[src/rtl/sd_arb_pkg.sv]
// Shared types and constants for the SD card SPI bus arbiter.
package sd_arb_pkg;

    localparam int CNT_W = 8;
    localparam int TMR_W = 16;

    typedef enum logic [1:0] {
        OWN_NONE = 2'd0,
        OWN_HOST = 2'd1,
        OWN_INT  = 2'd2
    } owner_e;

    typedef enum logic [1:0] {
        GUARD = 2'd0,
        IDLE  = 2'd1,
        HOST  = 2'd2,
        INT   = 2'd3
    } state_e;

    // Card pins and MISO returns while nobody owns the bus
    localparam logic IDLE_SCLK = 1'b0;
    localparam logic IDLE_MOSI = 1'b1;
    localparam logic IDLE_CS_N = 1'b1;
    localparam logic IDLE_MISO = 1'b1;

    function automatic owner_e owner_of(input state_e st);
        case (st)
            HOST:    return OWN_HOST;
            INT:     return OWN_INT;
            default: return OWN_NONE;
        endcase
    endfunction

endpackage

[src/rtl/sd_sync2.sv]
// Two-flop synchroniser for a single asynchronous level, with a
// configurable value loaded on reset.
module sd_sync2 #(
    parameter logic RESET_VAL = 1'b1
) (
    input  logic clk,
    input  logic rst_n,
    input  logic d_i,
    output logic q_o
);

    logic meta_q;
    logic sync_q;

    always_ff @(posedge clk) begin
        if (!rst_n) begin
            meta_q <= RESET_VAL;
            sync_q <= RESET_VAL;
        end else begin
            meta_q <= d_i;
            sync_q <= meta_q;
        end
    end

    assign q_o = sync_q;

endmodule

[src/rtl/sd_bus_arbiter.sv]
// Shares the SD card SPI pins between the FTDI host passthrough and an internal
// SPI master. Optional INT ownership timeout is enabled by defining ARB_TIMEOUT_EN.
module sd_bus_arbiter
    import sd_arb_pkg::*;
#(
    parameter int IDLE_CYCLES    = 16,
    parameter int GUARD_CYCLES   = 4,
    parameter int INT_MAX_CYCLES = 4096
) (
    input  logic       clk,
    input  logic       rst_n,
    input  logic       host_sclk,
    input  logic       host_mosi,
    input  logic       host_cs_n,
    output logic       host_miso,
    input  logic       int_req,
    output logic       int_gnt,
    input  logic       int_sclk,
    input  logic       int_mosi,
    input  logic       int_cs_n,
    output logic       int_miso,
    output logic       sd_sclk,
    output logic       sd_mosi,
    output logic       sd_cs_n,
    input  logic       sd_miso,
    output logic [1:0] owner,
    output logic       collision,
    output logic       timeout
);

    localparam logic [CNT_W-1:0] IDLE_LAST  = CNT_W'(IDLE_CYCLES - 1);
    localparam logic [CNT_W-1:0] GUARD_LAST = CNT_W'(GUARD_CYCLES - 1);

    state_e           state_q, state_d;
    logic [CNT_W-1:0] guard_cnt_q, guard_cnt_d;
    logic [CNT_W-1:0] idle_cnt_q, idle_cnt_d;
    logic             hcs_s;
    logic             hcs_prev_q;
    logic             hcs_fall;
    logic             collision_q, collision_d;
    logic             timeout_q, timeout_d;
    logic             revoke;
    owner_e           owner_cur;

    sd_sync2 #(.RESET_VAL(1'b1)) u_hcs_sync (
        .clk   (clk),
        .rst_n (rst_n),
        .d_i   (host_cs_n),
        .q_o   (hcs_s)
    );

    assign hcs_fall = hcs_prev_q & ~hcs_s;

`ifdef ARB_TIMEOUT_EN
    localparam logic [TMR_W-1:0] INT_LIMIT = TMR_W'(INT_MAX_CYCLES);

    logic [TMR_W-1:0] tmr_q, tmr_d;

    // Held at zero outside INT so it restarts from the grant edge; saturates
    always_comb begin
        tmr_d = tmr_q;
        if (state_q != INT) begin
            tmr_d = '0;
        end else if (tmr_q != '1) begin
            tmr_d = tmr_q + 1'b1;
        end
    end

    always_ff @(posedge clk) begin
        if (!rst_n) begin
            tmr_q <= '0;
        end else begin
            tmr_q <= tmr_d;
        end
    end

    assign revoke = (state_q == INT) && (tmr_q >= INT_LIMIT) && !hcs_s;
`else
    assign revoke = 1'b0;
`endif

    always_comb begin
        state_d     = state_q;
        guard_cnt_d = guard_cnt_q;
        idle_cnt_d  = idle_cnt_q;
        collision_d = 1'b0;
        timeout_d   = 1'b0;
        case (state_q)
            GUARD: begin
                if (guard_cnt_q == '0) begin
                    state_d = IDLE;
                end else begin
                    guard_cnt_d = guard_cnt_q - 1'b1;
                end
            end
            IDLE: begin
                if (!hcs_s) begin
                    state_d    = HOST;
                    idle_cnt_d = '0;
                end else if (int_req) begin
                    state_d = INT;
                end
            end
            HOST: begin
                if (!hcs_s) begin
                    idle_cnt_d = '0;
                end else if (idle_cnt_q == IDLE_LAST) begin
                    state_d     = GUARD;
                    guard_cnt_d = GUARD_LAST;
                end else begin
                    idle_cnt_d = idle_cnt_q + 1'b1;
                end
            end
            INT: begin
                if (revoke) begin
                    state_d     = GUARD;
                    guard_cnt_d = GUARD_LAST;
                    timeout_d   = 1'b1;
                end else begin
                    collision_d = hcs_fall;
                    if (!int_req) begin
                        state_d     = GUARD;
                        guard_cnt_d = GUARD_LAST;
                    end
                end
            end
            default: begin
                state_d     = GUARD;
                guard_cnt_d = GUARD_LAST;
            end
        endcase
    end

    always_ff @(posedge clk) begin
        if (!rst_n) begin
            state_q     <= GUARD;
            guard_cnt_q <= GUARD_LAST;
            idle_cnt_q  <= '0;
            hcs_prev_q  <= 1'b1;
            collision_q <= 1'b0;
            timeout_q   <= 1'b0;
        end else begin
            state_q     <= state_d;
            guard_cnt_q <= guard_cnt_d;
            idle_cnt_q  <= idle_cnt_d;
            hcs_prev_q  <= hcs_s;
            collision_q <= collision_d;
            timeout_q   <= timeout_d;
        end
    end

    // Pin routing depends only on the registered state, never on live requests
    assign owner_cur = owner_of(state_q);

    always_comb begin
        sd_sclk   = IDLE_SCLK;
        sd_mosi   = IDLE_MOSI;
        sd_cs_n   = IDLE_CS_N;
        host_miso = IDLE_MISO;
        int_miso  = IDLE_MISO;
        case (owner_cur)
            OWN_HOST: begin
                sd_sclk   = host_sclk;
                sd_mosi   = host_mosi;
                sd_cs_n   = host_cs_n;
                host_miso = sd_miso;
            end
            OWN_INT: begin
                sd_sclk  = int_sclk;
                sd_mosi  = int_mosi;
                sd_cs_n  = int_cs_n;
                int_miso = sd_miso;
            end
            default: begin
                sd_sclk = IDLE_SCLK;
            end
        endcase
    end

    assign owner     = owner_cur;
    assign int_gnt   = (state_q == INT);
    assign collision = collision_q;
    assign timeout   = timeout_q;

endmodule

[config.mk]
export PLATFORM = sky130hd
export DESIGN_NAME = sd_bus_arbiter
export DESIGN_NICKNAME = d
export VERILOG_FILES = /design/src/rtl/sd_arb_pkg.sv /design/src/rtl/sd_sync2.sv /design/src/rtl/sd_bus_arbiter.sv
export SDC_FILE = /design/constraint.sdc
export NUM_CORES = 1
export LEC_CHECK = 0
export BUFFER_PORTS_ARGS = -buffer_cell sky130_fd_sc_hd__buf_2
export CORE_ASPECT_RATIO = 0.9
export CORE_MARGIN = 2
export CORE_UTILIZATION = 35
export CTS_CLUSTER_SIZE = 14
export DETAILED_ROUTE_END_ITERATION = 6
export GPL_ROUTABILITY_DRIVEN = 0
export SLEW_MARGIN = 25
export SYNTH_ARGS = -nofsm -noshare
export SYNTH_HDL_FRONTEND = slang
export SYNTH_SLANG_ARGS = --single-unit
[constraint.sdc]
create_clock -name clk -period 3.9 [get_ports clk]
set_input_delay 0.39 -clock clk [delete_from_list [all_inputs] [get_ports clk]]
set_output_delay 0.39 -clock clk [all_outputs]
set_load 0.005 [all_outputs]
Yosys cells after proc, flatten, opt, wreduce, memory -nomap -nowiden
Index checks and enable logic that the tools add are counted.
{"block": "op_classes", "add_sub_neg": 2, "n_reduce_logical": 8, "n_eq_ne": 14, "bitwise_logic": 2, "n_mux": 22}
{"cell": "8-bit 2-to-1 mux", "count": 7}
{"cell": "8-bit one-hot mux with 3 select lines", "count": 1}
{"cell": "8-bit one-hot mux with 2 select lines", "count": 1}
{"cell": "2-bit 2-to-1 mux", "count": 6}
{"cell": "2-bit inequality test (second input constant)", "count": 5}
{"cell": "5-bit AND reduction", "count": 2}
{"cell": "8-bit by 1-bit adder with 8-bit output (second input constant)", "count": 1}
{"cell": "8-bit by 4-bit == test with 1-bit output (second input constant)", "count": 1}
{"cell": "8-bit zero test", "count": 1}
{"cell": "2-bit one-hot mux with 4 select lines", "count": 1}
{"cell": "8-bit by 1-bit subtractor with 8-bit output (second input constant)", "count": 1}
{"cell": "2-bit == test (second input constant)", "count": 3}
{"cell": "3-bit inequality test (second input constant)", "count": 2}
{"cell": "1-bit one-hot mux with 2 select lines", "count": 3}
{"cell": "2-bit by 1-bit == test with 1-bit output (second input constant)", "count": 2}
{"cell": "2-bit one-hot mux with 2 select lines", "count": 1}
{"cell": "3-bit AND reduction", "count": 1}
{"cell": "3-bit nonzero test", "count": 1}
{"cell": "2-bit zero test", "count": 1}
{"cell": "1-bit 2-to-1 mux", "count": 2}
{"cell": "2-bit by 1-bit inequality test with 1-bit output (second input constant)", "count": 1}
{"cell": "2-bit AND reduction", "count": 1}
{"cell": "2-bit nonzero test", "count": 1}
{"cell": "1-bit AND", "count": 1}
{"cell": "1-bit inverter", "count": 1}
{"block": "word_totals", "register_bits": 22, "out_inout_bits": 10}

Longest topological paths before layout
Gate-level depths: netlist (run 1).
{"block": "logic_depth", "word_depth": 4, "depth_mapped": 6}

Hierarchy
From an unflattened synthesis (run 1), not the netlist that was laid out.
{"block": "hier_totals", "cells_unflattened": 154, "area_unflattened_um2": 1288.7}
{"mod": "sd_bus_arbiter", "seq_area_each_um2": 400.4, "instances": 1, "cells_per_inst": 150, "area_per_inst_um2": 1236.2}
{"mod": "sd_sync2", "seq_area_each_um2": 40.0, "instances": 1, "cells_per_inst": 4, "area_per_inst_um2": 52.6}

Least setup slack after synthesis (run 1)
No wires, ideal clock.
{"block": "synth_path", "path_kind": "reg-to-reg", "startpoint": "reg idle_cnt_q[4]", "endpoint": "reg guard_cnt_q[6]", "setup_ns": 0.119, "required_ns": 3.781, "path_buffers": 1, "t_arrival_ns": 1.611, "path_stages_with_launch": 6, "setup_slack_ns": 2.170, "path_cell_list": "dfxtp_1 or4b_4 o31ai_4 buf_6 nand2_2 o221a_1"}
{"block": "synth_between", "elab_chain_len": 3}
{"element": "start, declared", "line_no": "sd_bus_arbiter.sv:36", "source": "logic [CNT_W-1:0] idle_cnt_q, idle_cnt_d;"}
{"element": "start signal, assigned", "line_no": "sd_bus_arbiter.sv:145", "source": "idle_cnt_q <= idle_cnt_d;"}
{"element": "8-bit by 4-bit == test with 1-bit output", "line_no": "sd_bus_arbiter.sv:107", "source": "end else if (idle_cnt_q == IDLE_LAST) begin"}
{"element": "2-bit inequality test (no line)"}
{"element": "5-bit AND reduction (no line)"}
{"element": "end signal, assigned", "line_no": "sd_bus_arbiter.sv:144", "source": "guard_cnt_q <= guard_cnt_d;"}
{"element": "end, declared", "line_no": "sd_bus_arbiter.sv:35", "source": "logic [CNT_W-1:0] guard_cnt_q, guard_cnt_d;"}
Every way passes these cells.
A chain may end at the register's enable or synchronous reset.

Worst setup path after layout (run 1)
{"block": "layout_path", "startpoint": "reg u_hcs_sync.sync_q, in the netlist u_hcs_sync.q_o", "endpoint": "reg guard_cnt_q[6]"}
{"block": "layout_between", "elab_chain_len": 2}
{"element": "start, declared", "line_no": "sd_sync2.sv:13", "source": "logic sync_q;"}
{"element": "start signal, assigned", "line_no": "sd_sync2.sv:21", "source": "sync_q <= meta_q;"}
{"element": "2-bit by 1-bit inequality test with 1-bit output (no line)"}
{"element": "5-bit AND reduction (no line)"}
Every way passes these cells.

==> report_table.html, run 1 <==
<table>
<tr><th>Metric</th><th>Value</th></tr>
<tr><th colspan="2">Run status</th></tr>
<tr><td>Result of the run</td><td>completed</td></tr>
<tr><th colspan="2">Yosys</th></tr>
<tr><td>Number of synthesis warnings</td><td>0</td></tr>
<tr><td>Gate Count Post-Synth</td><td>approximately 150</td></tr>
<tr><td>Share of Yosys cell area claimed by the top area cell type</td><td>34.9%</td></tr>
<tr><td>Count of different cell masters after synthesis</td><td>~50</td></tr>
<tr><td>Largest cells by area after synthesis</td><td>sky130_fd_sc_hd__dfxtp_1 35%, sky130_fd_sc_hd__nand2_1 4.2%, sky130_fd_sc_hd__mux2i_1 4.0%</td></tr>
<tr><td>Average footprint of a synthesized cell</td><td>8.71 sq um</td></tr>
<tr><td>#FFs+latches synth</td><td>22</td></tr>
<tr><td>Mapped Area</td><td>0.00126 sq mm</td></tr>
<tr><td>Async set-reset flop share out of synthesis</td><td>0%</td></tr>
<tr><td>Library cell occupying the most area in the post-synthesis netlist</td><td>sky130_fd_sc_hd__dfxtp_1</td></tr>
<tr><td>Sequential share of the synthesized area</td><td>34.9%</td></tr>
<tr><td>Post-synth top flop</td><td>sky130_fd_sc_hd__dfxtp_1</td></tr>
<tr><td>EDFF count, synth</td><td>0</td></tr>
<tr><td>Net count of the mapped netlist</td><td>158</td></tr>
<tr><th colspan="2">Layout</th></tr>
<tr><td>Proportion of layout cells with a drive suffix above 1</td><td>17.7%</td></tr>
<tr><td>Post-route cell area</td><td>roughly 0.0014 sq mm</td></tr>
<tr><td>Relative area change from synthesis to final layout</td><td>11.1%</td></tr>
<tr><td>Number of nets at the end of the flow</td><td>173</td></tr>
<tr><td>Layout filler cell count</td><td>362</td></tr>
<tr><td>Diode count</td><td>0</td></tr>
<tr><th colspan="2">Clock tree</th></tr>
<tr><td>Clock root cell</td><td>sky130_fd_sc_hd__clkbuf_8</td></tr>
<tr><td>Clock Latency Late Sink</td><td>0.26 ns</td></tr>
<tr><td>Maximum buffer depth of the clock tree</td><td>2</td></tr>
<tr><td>Number of H-tree branching levels</td><td>1</td></tr>
<tr><td>Post-cts repair resize count</td><td>0</td></tr>
<tr><td>CTS Hold Buffers Added</td><td>0</td></tr>
<tr><td>Total setup buffers inserted after CTS</td><td>0</td></tr>
<tr><td>Number of buffers created by CTS</td><td>3</td></tr>
<tr><td>Count of clock tree sinks</td><td>22</td></tr>
<tr><td>TritonCTS clock tree</td><td>built</td></tr>
<tr><td>Clk slew on worst S/H paths</td><td>0.08 ns</td></tr>
<tr><th colspan="2">Floorplan</th></tr>
<tr><td>Number of rows in the core area</td><td>20</td></tr>
<tr><td>Initial core utilization</td><td>roughly 37%</td></tr>
<tr><td># IOs</td><td>20</td></tr>
<tr><td>Chip Width</td><td>67.3 microns</td></tr>
<tr><td>Floorplan Core Area</td><td>0.00340 sq mm</td></tr>
<tr><td>Area of the die</td><td>a little over 0.004 sq mm</td></tr>
<tr><td>DIE HEIGHT</td><td>roughly 61 microns</td></tr>
<tr><th colspan="2">Placed design</th></tr>
<tr><td>Number of I/O port buffers</td><td>18</td></tr>
<tr><td>Detailed placement HPWL</td><td>1910 microns</td></tr>
<tr><td>Placed Area</td><td>around 0.0014 sq mm</td></tr>
<tr><th colspan="2">Detailed routing</th></tr>
<tr><td>Sum of routed wire length over all layers</td><td>~2600 microns</td></tr>
<tr><td>DRC violations left</td><td>0</td></tr>
<tr><td>Vias per std cell</td><td>between 5 and 6</td></tr>
<tr><td>Antenna violation net count after detailed routing</td><td>0</td></tr>
<tr><td>Via count of the routed design</td><td>1097</td></tr>
<tr><td>Detailed Routing Iterations Pass 1</td><td>4</td></tr>
<tr><td>Detailed Route Iter0 Violations</td><td>49</td></tr>
<tr><td>Post-detailed-route wirelength per cell</td><td>roughly 13 microns</td></tr>
<tr><th colspan="2">Power</th></tr>
<tr><td>Cell Pwr Density</td><td>457 mW/mm^2</td></tr>
<tr><td>Worst voltage drop across the vdd grid</td><td>0.132 mV</td></tr>
<tr><td>Static Leak</td><td>0.542 nW</td></tr>
<tr><td>Overall power</td><td>0.641 mW</td></tr>
<tr><th colspan="2">Worst setup path</th></tr>
<tr><td>Class of the most critical setup path</td><td>register to register</td></tr>
<tr><td>Startpoint of the worst-slack reg-to-reg timing path</td><td>u_hcs_sync.q_o$_SDFF_PN1_</td></tr>
<tr><td>Capturing element type of the critical path</td><td>register</td></tr>
<tr><td>Worst setup path startpoint</td><td>u_hcs_sync.q_o$_SDFF_PN1_</td></tr>
<tr><td>Critical Path Start Type</td><td>register</td></tr>
<tr><td>Arrival time reported for the critical path endpoint</td><td>2.15 ns</td></tr>
<tr><td>Required time at the worst-slack endpoint</td><td>4.05 ns</td></tr>
<tr><td>CP Max Fanout</td><td>12</td></tr>
<tr><th colspan="2">Timing</th></tr>
<tr><td>Worst hold margin</td><td>between 0.3 and 0.4 ns</td></tr>
<tr><td>Time the final worst path needs with I/O delays and setup</td><td>about 2 ns</td></tr>
<tr><td>Transition at the pin with the smallest max-transition slack</td><td>about 0.64 ns</td></tr>
<tr><td>Max-slew violation count</td><td>0</td></tr>
<tr><td>Max transition margin</td><td>57.0%</td></tr>
<tr><td>Max frequency</td><td>about 0.5 GHz</td></tr>
<tr><td>RSZ-0062 raised after global routing</td><td>false</td></tr>
<tr><td>Fin Clk Skew</td><td>0.00358 ns</td></tr>
<tr><td>Total negative slack for setup checks</td><td>0 ns</td></tr>
<tr><td>Final cycle utilization of the critical path</td><td>51.2%</td></tr>
<tr><td>Number of failing setup endpoints in the final timing report</td><td>0</td></tr>
<tr><td>Final hold violation count</td><td>0</td></tr>
<tr><th colspan="2">GRT</th></tr>
<tr><td>Number of global-route vias before repair</td><td>1007</td></tr>
<tr><td>Largest net degree at the start of global routing</td><td>19</td></tr>
<tr><td>Initial antenna violation count</td><td>0</td></tr>
<tr><td>Global-route usage over all layers</td><td>14.6%</td></tr>
<tr><td>Overall overflow remaining after global route</td><td>0</td></tr>
<tr><td>Global-route wire length before repair</td><td>between 4000 and 5000 microns</td></tr>
<tr><th colspan="2">Run</th></tr>
<tr><td>Maximum Capacitance Violations</td><td>0</td></tr>
<tr><th colspan="2">Hold path</th></tr>
<tr><td>Classification of the worst-slack hold path</td><td>primary input to register</td></tr>
<tr><td>Hold_sp</td><td>host_cs_n</td></tr>
</table>
-- final cells by class --
type                            count  area, sq um  area share, %
Tap cell                           44         55.1           3.93
Clock buffer                        3         41.3           2.94
Inverter                            6         22.5           1.61
Multi-Input combinational cell    109          753           53.7
Timing Repair Buffer               18         90.1           6.42
Sequential cell                    22          440           31.4
-- synthesized netlist by cell type, types with 3 or more instances --
master,number
sky130_fd_sc_hd__dfxtp_1,22
sky130_fd_sc_hd__nand2_1,14
sky130_fd_sc_hd__a21oi_1,9
sky130_fd_sc_hd__a31oi_1,7
sky130_fd_sc_hd__nand2b_1,6
sky130_fd_sc_hd__nor3_1,6
sky130_fd_sc_hd__inv_1,5
sky130_fd_sc_hd__mux2i_1,5
sky130_fd_sc_hd__nand3_1,5
sky130_fd_sc_hd__nor2_1,5
sky130_fd_sc_hd__o21ai_0,5
sky130_fd_sc_hd__clkbuf_1,4
sky130_fd_sc_hd__a311oi_1,3
sky130_fd_sc_hd__and2_1,3
sky130_fd_sc_hd__ha_1,3
sky130_fd_sc_hd__nor4b_1,3
-- layout by cell type (no fill, tap or decap), drive strengths merged, types with 2 or more instances in the layout --
master / n
xnor2: 2
dfxtp: 22
o21a: 2
ha: 3
a21oi: 9
and2: 3
a32oi: 2
nand3: 5
inv: 5
nor3: 6
a211oi: 3
nand2b: 6
mux2i: 5
o21ai: 5
or3: 2
clkbuf: 3
buf: 18
nor2: 5
nand2: 15
nor4b: 4
a21o: 2
a311oi: 3
a31oi: 7
-- flip-flops by register name (all words and copies together) (netlist names) --
register / flops
guard_cnt_q: 8
u_hcs_sync.meta_q: 1
u_hcs_sync.q_o: 1
idle_cnt_q: 8
collision: 1
hcs_prev_q: 1
state_q: 2
-- critical path, stage by stage, from the launching register on --
cell                      delay, ns
sky130_fd_sc_hd__dfxtp_1       0.45
sky130_fd_sc_hd__or4b_4        0.52
sky130_fd_sc_hd__o31ai_4       0.52
sky130_fd_sc_hd__nand2_2       0.13
sky130_fd_sc_hd__o221a_1       0.28
-- through the flow --
step           utilization (%)  worst slack (ns)  std cells
3_5_place_dp              40.0              1.92        199
2_1_floorplan                -              2.17        145
6_report                  41.2              1.90        202
5_1_grt                   41.2              1.74        202
4_1_cts                   41.2              1.91        202
3_3_place_gp              40.0              1.95        199
-- where the power goes --
part,internal [mW],switching (mW)
Combinational,0.0940,0.105
Clock,0.0688,0.0703
Sequential,0.253,0.0491
-- path summary, 6_finish.rpt --
check	endpoint	slack (ns)	cells past startpoint
setup reg to reg	guard_cnt_q[6]$_SDFFE_PN0P_	1.90	4
hold reg to reg	u_hcs_sync.q_o$_SDFF_PN1_	0.42	1
hold / removal	u_hcs_sync.meta_q$_SDFF_PN1_	0.33	2
setup / recovery	guard_cnt_q[6]$_SDFFE_PN0P_	1.90	4
-- cell families (layout without fill, tap and decap cells) --
family	after synthesis	after routing	share of synthesized area [%]
simple gates	54	54	25.0
compound gates	43	43	25.4
flops	22	22	34.9
buf+inv	14	27	5.45
mux	5	5	3.96
fa+ha+maj	3	3	2.97
xor+xnor	3	3	2.08
other cells	1	1	0.297
-- routing by layer --
layer	GRT usage (%)	share of wire, %	up-vias
li1	-	-	565
met1	21.5	51	490
met2	21.5	42	40
met3	2.23	7.1	2
met4	5.25	0.57	0
met5	0	0	-
Note: power is estimated with default switching activity, not from simulation.
==> run 2: changes to the inputs <==
ABC_AREA = 1   (was unset)
clock period = 1.8 ns   (was 3.9 ns; I/O delays follow)
==> report_table.html, run 2 <==
<table>
<tr><th>Metric</th><th>Value</th></tr>
<tr><th colspan="2">Hold path</th></tr>
<tr><td>Hold_sp</td><td>host_cs_n</td></tr>
<tr><td>Hold path endpoint</td><td>u_hcs_sync.meta_q$_SDFF_PN1_</td></tr>
<tr><td>Classification of the worst-slack hold path</td><td>primary input to register</td></tr>
<tr><td>Worst Hold Path Cells</td><td>3</td></tr>
<tr><th colspan="2">Yosys</th></tr>
<tr><td>Library cell occupying the most area in the post-synthesis netlist</td><td>sky130_fd_sc_hd__dfxtp_1</td></tr>
<tr><td>Count of different cell masters after synthesis</td><td>26</td></tr>
<tr><td>Net count of the mapped netlist</td><td>220</td></tr>
<tr><td>Gate Count Post-Synth</td><td>207</td></tr>
<tr><td>Commonest cells post-synth</td><td>53 x sky130_fd_sc_hd__nand2_1, 30 x sky130_fd_sc_hd__inv_1, 26 x sky130_fd_sc_hd__nor2_1</td></tr>
<tr><td>Largest cells by area after synthesis</td><td>sky130_fd_sc_hd__dfxtp_1 33%, sky130_fd_sc_hd__nand2_1 15%, sky130_fd_sc_hd__inv_1 8.5%</td></tr>
<tr><td>EDFF count, synth</td><td>0</td></tr>
<tr><td>Post-synth top flop</td><td>sky130_fd_sc_hd__dfxtp_1</td></tr>
<tr><td>Share of Yosys cell area claimed by the top area cell type</td><td>33.2%</td></tr>
<tr><td>Async set-reset flop share out of synthesis</td><td>0%</td></tr>
<tr><td>Average footprint of a synthesized cell</td><td>around 6.4 sq um</td></tr>
<tr><td>Most repeated cell in the gate-level netlist after synthesis</td><td>sky130_fd_sc_hd__nand2_1</td></tr>
<tr><td>Number of synthesis warnings</td><td>0</td></tr>
<tr><td>Mapped Area</td><td>0.00133 sq mm</td></tr>
<tr><td>#FFs+latches synth</td><td>22</td></tr>
<tr><td>Sequential share of the synthesized area</td><td>33.2%</td></tr>
<tr><th colspan="2">Floorplan</th></tr>
<tr><td>DIE HEIGHT</td><td>62.4 microns</td></tr>
<tr><td>Chip Width</td><td>about 70 microns</td></tr>
<tr><td>Number of rows in the core area</td><td>21</td></tr>
<tr><td>Floorplan Core Area</td><td>0.00368 sq mm</td></tr>
<tr><td># IOs</td><td>20</td></tr>
<tr><td>Area of the die</td><td>0.00430 sq mm</td></tr>
<tr><td>Initial core utilization</td><td>36.1%</td></tr>
<tr><th colspan="2">GRT</th></tr>
<tr><td>Number of global-route vias before repair</td><td>~1200</td></tr>
<tr><td>Initial antenna violation count</td><td>0</td></tr>
<tr><td>Largest net degree at the start of global routing</td><td>15</td></tr>
<tr><td>Global-route usage over all layers</td><td>approximately 15%</td></tr>
<tr><td>Global-route wire length before repair</td><td>5110 microns</td></tr>
<tr><td>Overall overflow remaining after global route</td><td>0</td></tr>
<tr><th colspan="2">Worst setup path</th></tr>
<tr><td>Startpoint of the worst-slack reg-to-reg timing path</td><td>idle_cnt_q[0]$_SDFFE_PN0P_</td></tr>
<tr><td>Capturing element type of the critical path</td><td>output pin</td></tr>
<tr><td>Required time at the worst-slack endpoint</td><td>approximately 1.6 ns</td></tr>
<tr><td>Class of the most critical setup path</td><td>register to output pin</td></tr>
<tr><td>Worst setup slack for register-to-register paths</td><td>0.27 ns</td></tr>
<tr><td>Worst reg2reg endpoint</td><td>guard_cnt_q[4]$_SDFFE_PN0P_</td></tr>
<tr><td>Critical Path Start Type</td><td>register</td></tr>
<tr><td>Arrival time reported for the critical path endpoint</td><td>1.39 ns</td></tr>
<tr><td>Worst r2r path cells</td><td>8</td></tr>
<tr><td>CP Max Fanout</td><td>5</td></tr>
<tr><th colspan="2">Power</th></tr>
<tr><td>Internal Dissipation</td><td>1.20 mW</td></tr>
<tr><td>Worst voltage drop across the vdd grid</td><td>just over 0.8 mV</td></tr>
<tr><td>Switching share of total power</td><td>41.2%</td></tr>
<tr><td>Comb pwr share</td><td>44.3%</td></tr>
<tr><td>Static Leak</td><td>just under 0.8 nW</td></tr>
<tr><td>Seq pwr share</td><td>32.5%</td></tr>
<tr><td>Clock Power Share</td><td>23.2%</td></tr>
<tr><td>Switching pwr</td><td>0.838 mW</td></tr>
<tr><td>Cell Pwr Density</td><td>1330 mW/mm^2</td></tr>
<tr><th colspan="2">Detailed routing</th></tr>
<tr><td>DRC violations left</td><td>0</td></tr>
<tr><td>Vias per std cell</td><td>4.56</td></tr>
<tr><td>Post-detailed-route wirelength per cell</td><td>10.3 microns</td></tr>
<tr><td>Antenna violation net count after detailed routing</td><td>0</td></tr>
<tr><td>Sum of routed wire length over all layers</td><td>2790 microns</td></tr>
<tr><td>Detailed Routing Iterations Pass 1</td><td>4</td></tr>
<tr><td>Detailed Route Iter0 Violations</td><td>48</td></tr>
<tr><td>Via count of the routed design</td><td>between 1000 and 1500</td></tr>
<tr><th colspan="2">Clock tree</th></tr>
<tr><td>Number of buffers created by CTS</td><td>3</td></tr>
<tr><td>Number of H-tree branching levels</td><td>1</td></tr>
<tr><td>TritonCTS clock tree</td><td>built</td></tr>
<tr><td>Count of clock tree sinks</td><td>22</td></tr>
<tr><td>Clock root cell</td><td>sky130_fd_sc_hd__clkbuf_8</td></tr>
<tr><td>Clk slew on worst S/H paths</td><td>roughly 0.09 ns</td></tr>
<tr><td>Clock Latency Late Sink</td><td>0.27 ns</td></tr>
<tr><td>Maximum buffer depth of the clock tree</td><td>2</td></tr>
<tr><th colspan="2">Timing</th></tr>
<tr><td>Final cycle utilization of the critical path</td><td>between 80% and 90%</td></tr>
<tr><td>RSZ-0062 raised after global routing</td><td>false</td></tr>
<tr><td>Total negative slack for setup checks</td><td>0 ns</td></tr>
<tr><td>Fin Clk Skew</td><td>0.00429 ns</td></tr>
<tr><td>Time the final worst path needs with I/O delays and setup</td><td>1.57 ns</td></tr>
<tr><td>Max-slew violation count</td><td>0</td></tr>
<tr><td>Final hold violation count</td><td>0</td></tr>
<tr><td>Number of failing setup endpoints in the final timing report</td><td>0</td></tr>
<tr><td>Max frequency</td><td>between 0.6 and 0.7 GHz</td></tr>
<tr><th colspan="2">Layout</th></tr>
<tr><td>Diode count</td><td>0</td></tr>
<tr><td>Commonest cells after routing, fill and taps aside</td><td>53 x sky130_fd_sc_hd__nand2_1, 30 x sky130_fd_sc_hd__inv_1, 26 x sky130_fd_sc_hd__nor2_1, 22 x sky130_fd_sc_hd__dfxtp_1, 21 x sky130_fd_sc_hd__nand3_1</td></tr>
<tr><td>Most common cell after layout, fill and taps aside</td><td>sky130_fd_sc_hd__nand2_1</td></tr>
<tr><td>Post-route insts no fill</td><td>272</td></tr>
<tr><td>Relative area change from synthesis to final layout</td><td>15.3%</td></tr>
<tr><td>Proportion of layout cells with a drive suffix above 1</td><td>16.8%</td></tr>
<tr><td>Largest registers</td><td>guard_cnt_q x8, idle_cnt_q x8, state_q x2</td></tr>
<tr><td>Number of nets at the end of the flow</td><td>240</td></tr>
<tr><th colspan="2">Run</th></tr>
<tr><td>Maximum Capacitance Violations</td><td>0</td></tr>
<tr><th colspan="2">Run status</th></tr>
<tr><td>Result of the run</td><td>completed</td></tr>
<tr><th colspan="2">Placed design</th></tr>
<tr><td>Post-Place Cells</td><td>268</td></tr>
<tr><td>Detailed placement HPWL</td><td>between 2000 and 2500 microns</td></tr>
<tr><td>Number of I/O port buffers</td><td>18</td></tr>
</table>
-- run 2: timing repair --
action,in CTS,in global routing
setup endpoints to repair,0,6
hold buffers,0,0
resized for setup,0,1
buffers inserted,0,0
-- run 2: worst max path at each step --
stage / start / end / depth (start not counted)
6_report: state_q[0]$_SDFFE_PN0P_ / sd_sclk / 4
3_5_place_dp: idle_cnt_q[0]$_SDFFE_PN0P_ / guard_cnt_q[4]$_SDFFE_PN0P_ / 8
4_1_cts: idle_cnt_q[0]$_SDFFE_PN0P_ / guard_cnt_q[4]$_SDFFE_PN0P_ / 8
5_1_grt: idle_cnt_q[0]$_SDFFE_PN0P_ / guard_cnt_q[6]$_SDFFE_PN0P_ / 8
3_3_place_gp: idle_cnt_q[0]$_SDFFE_PN0P_ / guard_cnt_q[4]$_SDFFE_PN0P_ / 8
2_1_floorplan: idle_cnt_q[0]$_SDFFE_PN0P_ / guard_cnt_q[4]$_SDFFE_PN0P_ / 9
-- run 2: layer usage --
layer	vias up	share of wire, %	wire, microns	GRT usage [%]
li1	690	-	-	-
met1	534	54	1520	21.8
met2	12	42	1180	22.4
met3	5	1.7	48	2.16
met4	0	1.6	44	5.64
met5	-	0	0	0
-- run 2: cell type report --
cell class                 instances  area (sq um)
timing repair buffer              19          97.6
fill                             412          2150
clock buffer                       3          41.3
multi-input combinational        149           739
sequential                        22           440
tap                               46          57.6
clock inverter                     1          30.0
inverter                          32           123
-- run 2: per-stage QoR --
step                util (%)  worst slack, ns  hold slack [ns]  cell area [sq um]  power, mW
finish                  41.6            0.228           0.0913               1530       2.03
global route            41.6           0.0373           0.0981               1530       2.22
CTS                     41.4            0.185           0.0893               1520       2.02
detailed placement      39.4            0.206            0.372               1450       1.55
global placement        39.4            0.251            0.373               1450       1.56
floorplan                  -            0.399            0.269               1330       1.41
-- run 2: cells by family after synthesis --
| logic type | synth area share [%] |
|---|---|
| buf+inv | 11.6 |
| compound gates | 9.91 |
| fa+ha+maj | 2.83 |
| simple gates | 41.5 |
| other cells | 0.283 |
| xor+xnor | 0.660 |
| flops | 33.2 |
-- run 2: critical path: stages, from the launching register on --
cell,delay (ns)
sky130_fd_sc_hd__dfxtp_1,0.51
sky130_fd_sc_hd__nand2_1,0.18
sky130_fd_sc_hd__inv_1,0.17
sky130_fd_sc_hd__a22o_1,0.15
sky130_fd_sc_hd__buf_2,0.11
-- run 2: power groups by stage --
stage	clock network (mW)	logic [mW]	registers, mW
CTS	0.480	0.882	0.661
finish	0.472	0.901	0.661
global route	0.501	1.05	0.676
floorplan	0	0.752	0.654
detailed placement	0	0.877	0.673
global placement	0	0.881	0.674
==> run 3: changes to the inputs <==
CORE_UTILIZATION = 50   (was 35)
PLACE_DENSITY = 0.74   (was unset)
==> report_table.html, run 3 (same netlist as run 2, synthesis figures left out) <==
<table>
<tr><th>Metric</th><th>Value</th></tr>
<tr><th colspan="2">Detailed routing</th></tr>
<tr><td>Detail Route met2 WL</td><td>around 1200 microns</td></tr>
<tr><td>Via count of the routed design</td><td>1265</td></tr>
<tr><td>DRC violations left</td><td>0</td></tr>
<tr><td>Total length of routed met3 wires</td><td>around 77 microns</td></tr>
<tr><td>Wire length the detailed router placed on met1</td><td>1400 microns</td></tr>
<tr><td>Max Used Layer</td><td>met4</td></tr>
<tr><td>Vias per std cell</td><td>5.00</td></tr>
<tr><td>Post-detailed-route wirelength per cell</td><td>10.8 microns</td></tr>
<tr><td>Antenna violation net count after detailed routing</td><td>0</td></tr>
<tr><td>Detailed Routing Iterations Pass 1</td><td>4</td></tr>
<tr><td>Detailed Route Iter0 Violations</td><td>42</td></tr>
<tr><td>Sum of routed wire length over all layers</td><td>2730 microns</td></tr>
<tr><th colspan="2">Clock tree</th></tr>
<tr><td>Clock root cell</td><td>sky130_fd_sc_hd__clkbuf_4</td></tr>
<tr><td>TritonCTS clock tree</td><td>built</td></tr>
<tr><td>Count of clock tree sinks</td><td>22</td></tr>
<tr><td>Clock Latency Late Sink</td><td>0.31 ns</td></tr>
<tr><td>Number of H-tree branching levels</td><td>1</td></tr>
<tr><td>Total setup buffers inserted after CTS</td><td>0</td></tr>
<tr><td>Clk slew on worst S/H paths</td><td>0.11 ns</td></tr>
<tr><td>Maximum buffer depth of the clock tree</td><td>2</td></tr>
<tr><td>Number of buffers created by CTS</td><td>3</td></tr>
<tr><th colspan="2">Timing</th></tr>
<tr><td>Final hold violation count</td><td>0</td></tr>
<tr><td>Final cycle utilization of the critical path</td><td>around nine tenths</td></tr>
<tr><td>RSZ-0062 raised after global routing</td><td>false</td></tr>
<tr><td>Time the final worst path needs with I/O delays and setup</td><td>1.60 ns</td></tr>
<tr><td>Max-slew violation count</td><td>0</td></tr>
<tr><td>Number of failing setup endpoints in the final timing report</td><td>0</td></tr>
<tr><td>Max frequency</td><td>between 0.6 and 0.7 GHz</td></tr>
<tr><td>Fin Clk Skew</td><td>0.0118 ns</td></tr>
<tr><td>Total negative slack for setup checks</td><td>0 ns</td></tr>
<tr><th colspan="2">Floorplan</th></tr>
<tr><td>Area of the die</td><td>0.00308 sq mm</td></tr>
<tr><td>Initial core utilization</td><td>53.3%</td></tr>
<tr><td>Number of rows in the core area</td><td>17</td></tr>
<tr><td>Floorplan Core Area</td><td>0.00249 sq mm</td></tr>
<tr><td># IOs</td><td>20</td></tr>
<tr><td>DIE HEIGHT</td><td>52.9 microns</td></tr>
<tr><td>Chip Width</td><td>58.3 microns</td></tr>
<tr><th colspan="2">Layout</th></tr>
<tr><td>Most common cell after layout, fill and taps aside</td><td>sky130_fd_sc_hd__nand2_1</td></tr>
<tr><td>Largest registers</td><td>guard_cnt_q x8, idle_cnt_q x8, state_q x2</td></tr>
<tr><td>Commonest cells after routing, fill and taps aside</td><td>53 x sky130_fd_sc_hd__nand2_1, 30 x sky130_fd_sc_hd__inv_1, 26 x sky130_fd_sc_hd__nor2_1, 22 x sky130_fd_sc_hd__dfxtp_1, 21 x sky130_fd_sc_hd__nand3_1</td></tr>
<tr><td>Proportion of layout cells with a drive suffix above 1</td><td>roughly 16%</td></tr>
<tr><td>Relative area change from synthesis to final layout</td><td>9.91%</td></tr>
<tr><td>Post-route cell area</td><td>0.00146 sq mm</td></tr>
<tr><td>Diode count</td><td>0</td></tr>
<tr><td>Number of nets at the end of the flow</td><td>240</td></tr>
<tr><th colspan="2">GRT</th></tr>
<tr><td>Initial antenna violation count</td><td>0</td></tr>
<tr><td>Largest net degree at the start of global routing</td><td>15</td></tr>
<tr><td>Number of global-route vias before repair</td><td>1071</td></tr>
<tr><td>Global-route wire length before repair</td><td>4590 microns</td></tr>
<tr><td>Global-route usage over all layers</td><td>19.8%</td></tr>
<tr><td>Overall overflow remaining after global route</td><td>0</td></tr>
<tr><th colspan="2">Worst setup path</th></tr>
<tr><td>Capturing element type of the critical path</td><td>output pin</td></tr>
<tr><td>Required time at the worst-slack endpoint</td><td>between 1.5 and 2 ns</td></tr>
<tr><td>CP Max Fanout</td><td>7</td></tr>
<tr><td>Worst reg2reg endpoint</td><td>guard_cnt_q[5]$_SDFFE_PN0P_</td></tr>
<tr><td>Critical Path Start Type</td><td>register</td></tr>
<tr><td>Worst setup slack for register-to-register paths</td><td>around 0.27 ns</td></tr>
<tr><td>Arrival time reported for the critical path endpoint</td><td>1.42 ns</td></tr>
<tr><td>Worst r2r path cells</td><td>9</td></tr>
<tr><td>Class of the most critical setup path</td><td>register to output pin</td></tr>
<tr><td>Startpoint of the worst-slack reg-to-reg timing path</td><td>state_q[1]$_SDFFE_PN0P_</td></tr>
<tr><th colspan="2">Power</th></tr>
<tr><td>Cell Pwr Density</td><td>1230 mW/mm^2</td></tr>
<tr><td>Worst voltage drop across the vdd grid</td><td>0.969 mV</td></tr>
<tr><td>Static Leak</td><td>0.751 nW</td></tr>
<tr><th colspan="2">Placed design</th></tr>
<tr><td>Placed Area</td><td>0.00143 sq mm</td></tr>
<tr><td>Detailed placement HPWL</td><td>2010 microns</td></tr>
<tr><td>Number of I/O port buffers</td><td>18</td></tr>
<tr><th colspan="2">Run</th></tr>
<tr><td>Maximum Capacitance Violations</td><td>0</td></tr>
<tr><th colspan="2">Hold path</th></tr>
<tr><td>Classification of the worst-slack hold path</td><td>primary input to register</td></tr>
<tr><td>Worst Hold Path Cells</td><td>3</td></tr>
<tr><td>Hold_sp</td><td>host_cs_n</td></tr>
<tr><td>Hold path endpoint</td><td>u_hcs_sync.meta_q$_SDFF_PN1_</td></tr>
<tr><th colspan="2">Run status</th></tr>
<tr><td>Result of the run</td><td>completed</td></tr>
</table>
==> run 3: power breakdown <==
group | switching [mW] | internal [mW]
clock network | 0.146 | 0.0782
registers | 0.0916 | 0.572
logic | 0.576 | 0.328
total | 0.813 | 0.978
==> run 3: timing repair <==
item,in CTS,in global routing
hold buffers,0,0
endpoints found under the setup margin,0,3
endpoints found under the hold margin,0,0
resized for setup,0,1
==> run 3: worst max-delay path by stage <==
stage | from | endpoint | slack [ns] | cells after the start
final | state_q[1]$_SDFFE_PN0P_ | sd_sclk | 0.20 | 4
after global placement | idle_cnt_q[0]$_SDFFE_PN0P_ | guard_cnt_q[4]$_SDFFE_PN0P_ | 0.26 | 8
after floorplan | idle_cnt_q[0]$_SDFFE_PN0P_ | guard_cnt_q[4]$_SDFFE_PN0P_ | 0.40 | 9
after detailed placement | idle_cnt_q[0]$_SDFFE_PN0P_ | guard_cnt_q[4]$_SDFFE_PN0P_ | 0.22 | 9
after global routing | state_q[1]$_SDFFE_PN0P_ | sd_sclk | 0.07 | 4
after CTS | idle_cnt_q[0]$_SDFFE_PN0P_ | guard_cnt_q[4]$_SDFFE_PN0P_ | 0.18 | 9
==> run 3: area by class of cell <==
cell class	instances	area, sq um
clock buffers	3	22.5
fillers	255	1030
flip-flops and latches	22	440
well taps	28	35.0
inverters	32	123
repair buffers	19	97.6
multi-input cells	149	739
==> run 3: worst max-delay path, cell delays in order (launching register included) <==
cell,delay [ns]
sky130_fd_sc_hd__dfxtp_1,0.53
sky130_fd_sc_hd__nand2_1,0.18
sky130_fd_sc_hd__inv_1,0.16
sky130_fd_sc_hd__a22o_1,0.15
sky130_fd_sc_hd__buf_2,0.10
==> run 3: through the flow <==
| stage | hold slack [ns] | instances | util (%) | power, mW | setup slack [ns] |
|---|---|---|---|---|---|
| detailed placement | 0.377 | 250 | 57.4 | 1.55 | 0.221 |
| global route | 0.0636 | 253 | 58.6 | 1.98 | 0.0683 |
| floorplan | 0.269 | 207 | - | 1.41 | 0.399 |
| CTS | 0.0517 | 253 | 58.3 | 1.78 | 0.175 |
| global placement | 0.369 | 250 | 57.4 | 1.55 | 0.259 |
| finish | 0.0645 | 253 | 58.6 | 1.79 | 0.199 |
==> run 3: per-layer routing <==
metal  GRT usage [%]  up-vias
met5               0        -
met4            4.65        0
met3            5.13        2
met2            30.7       12
met1            27.5      558
li1                -      693
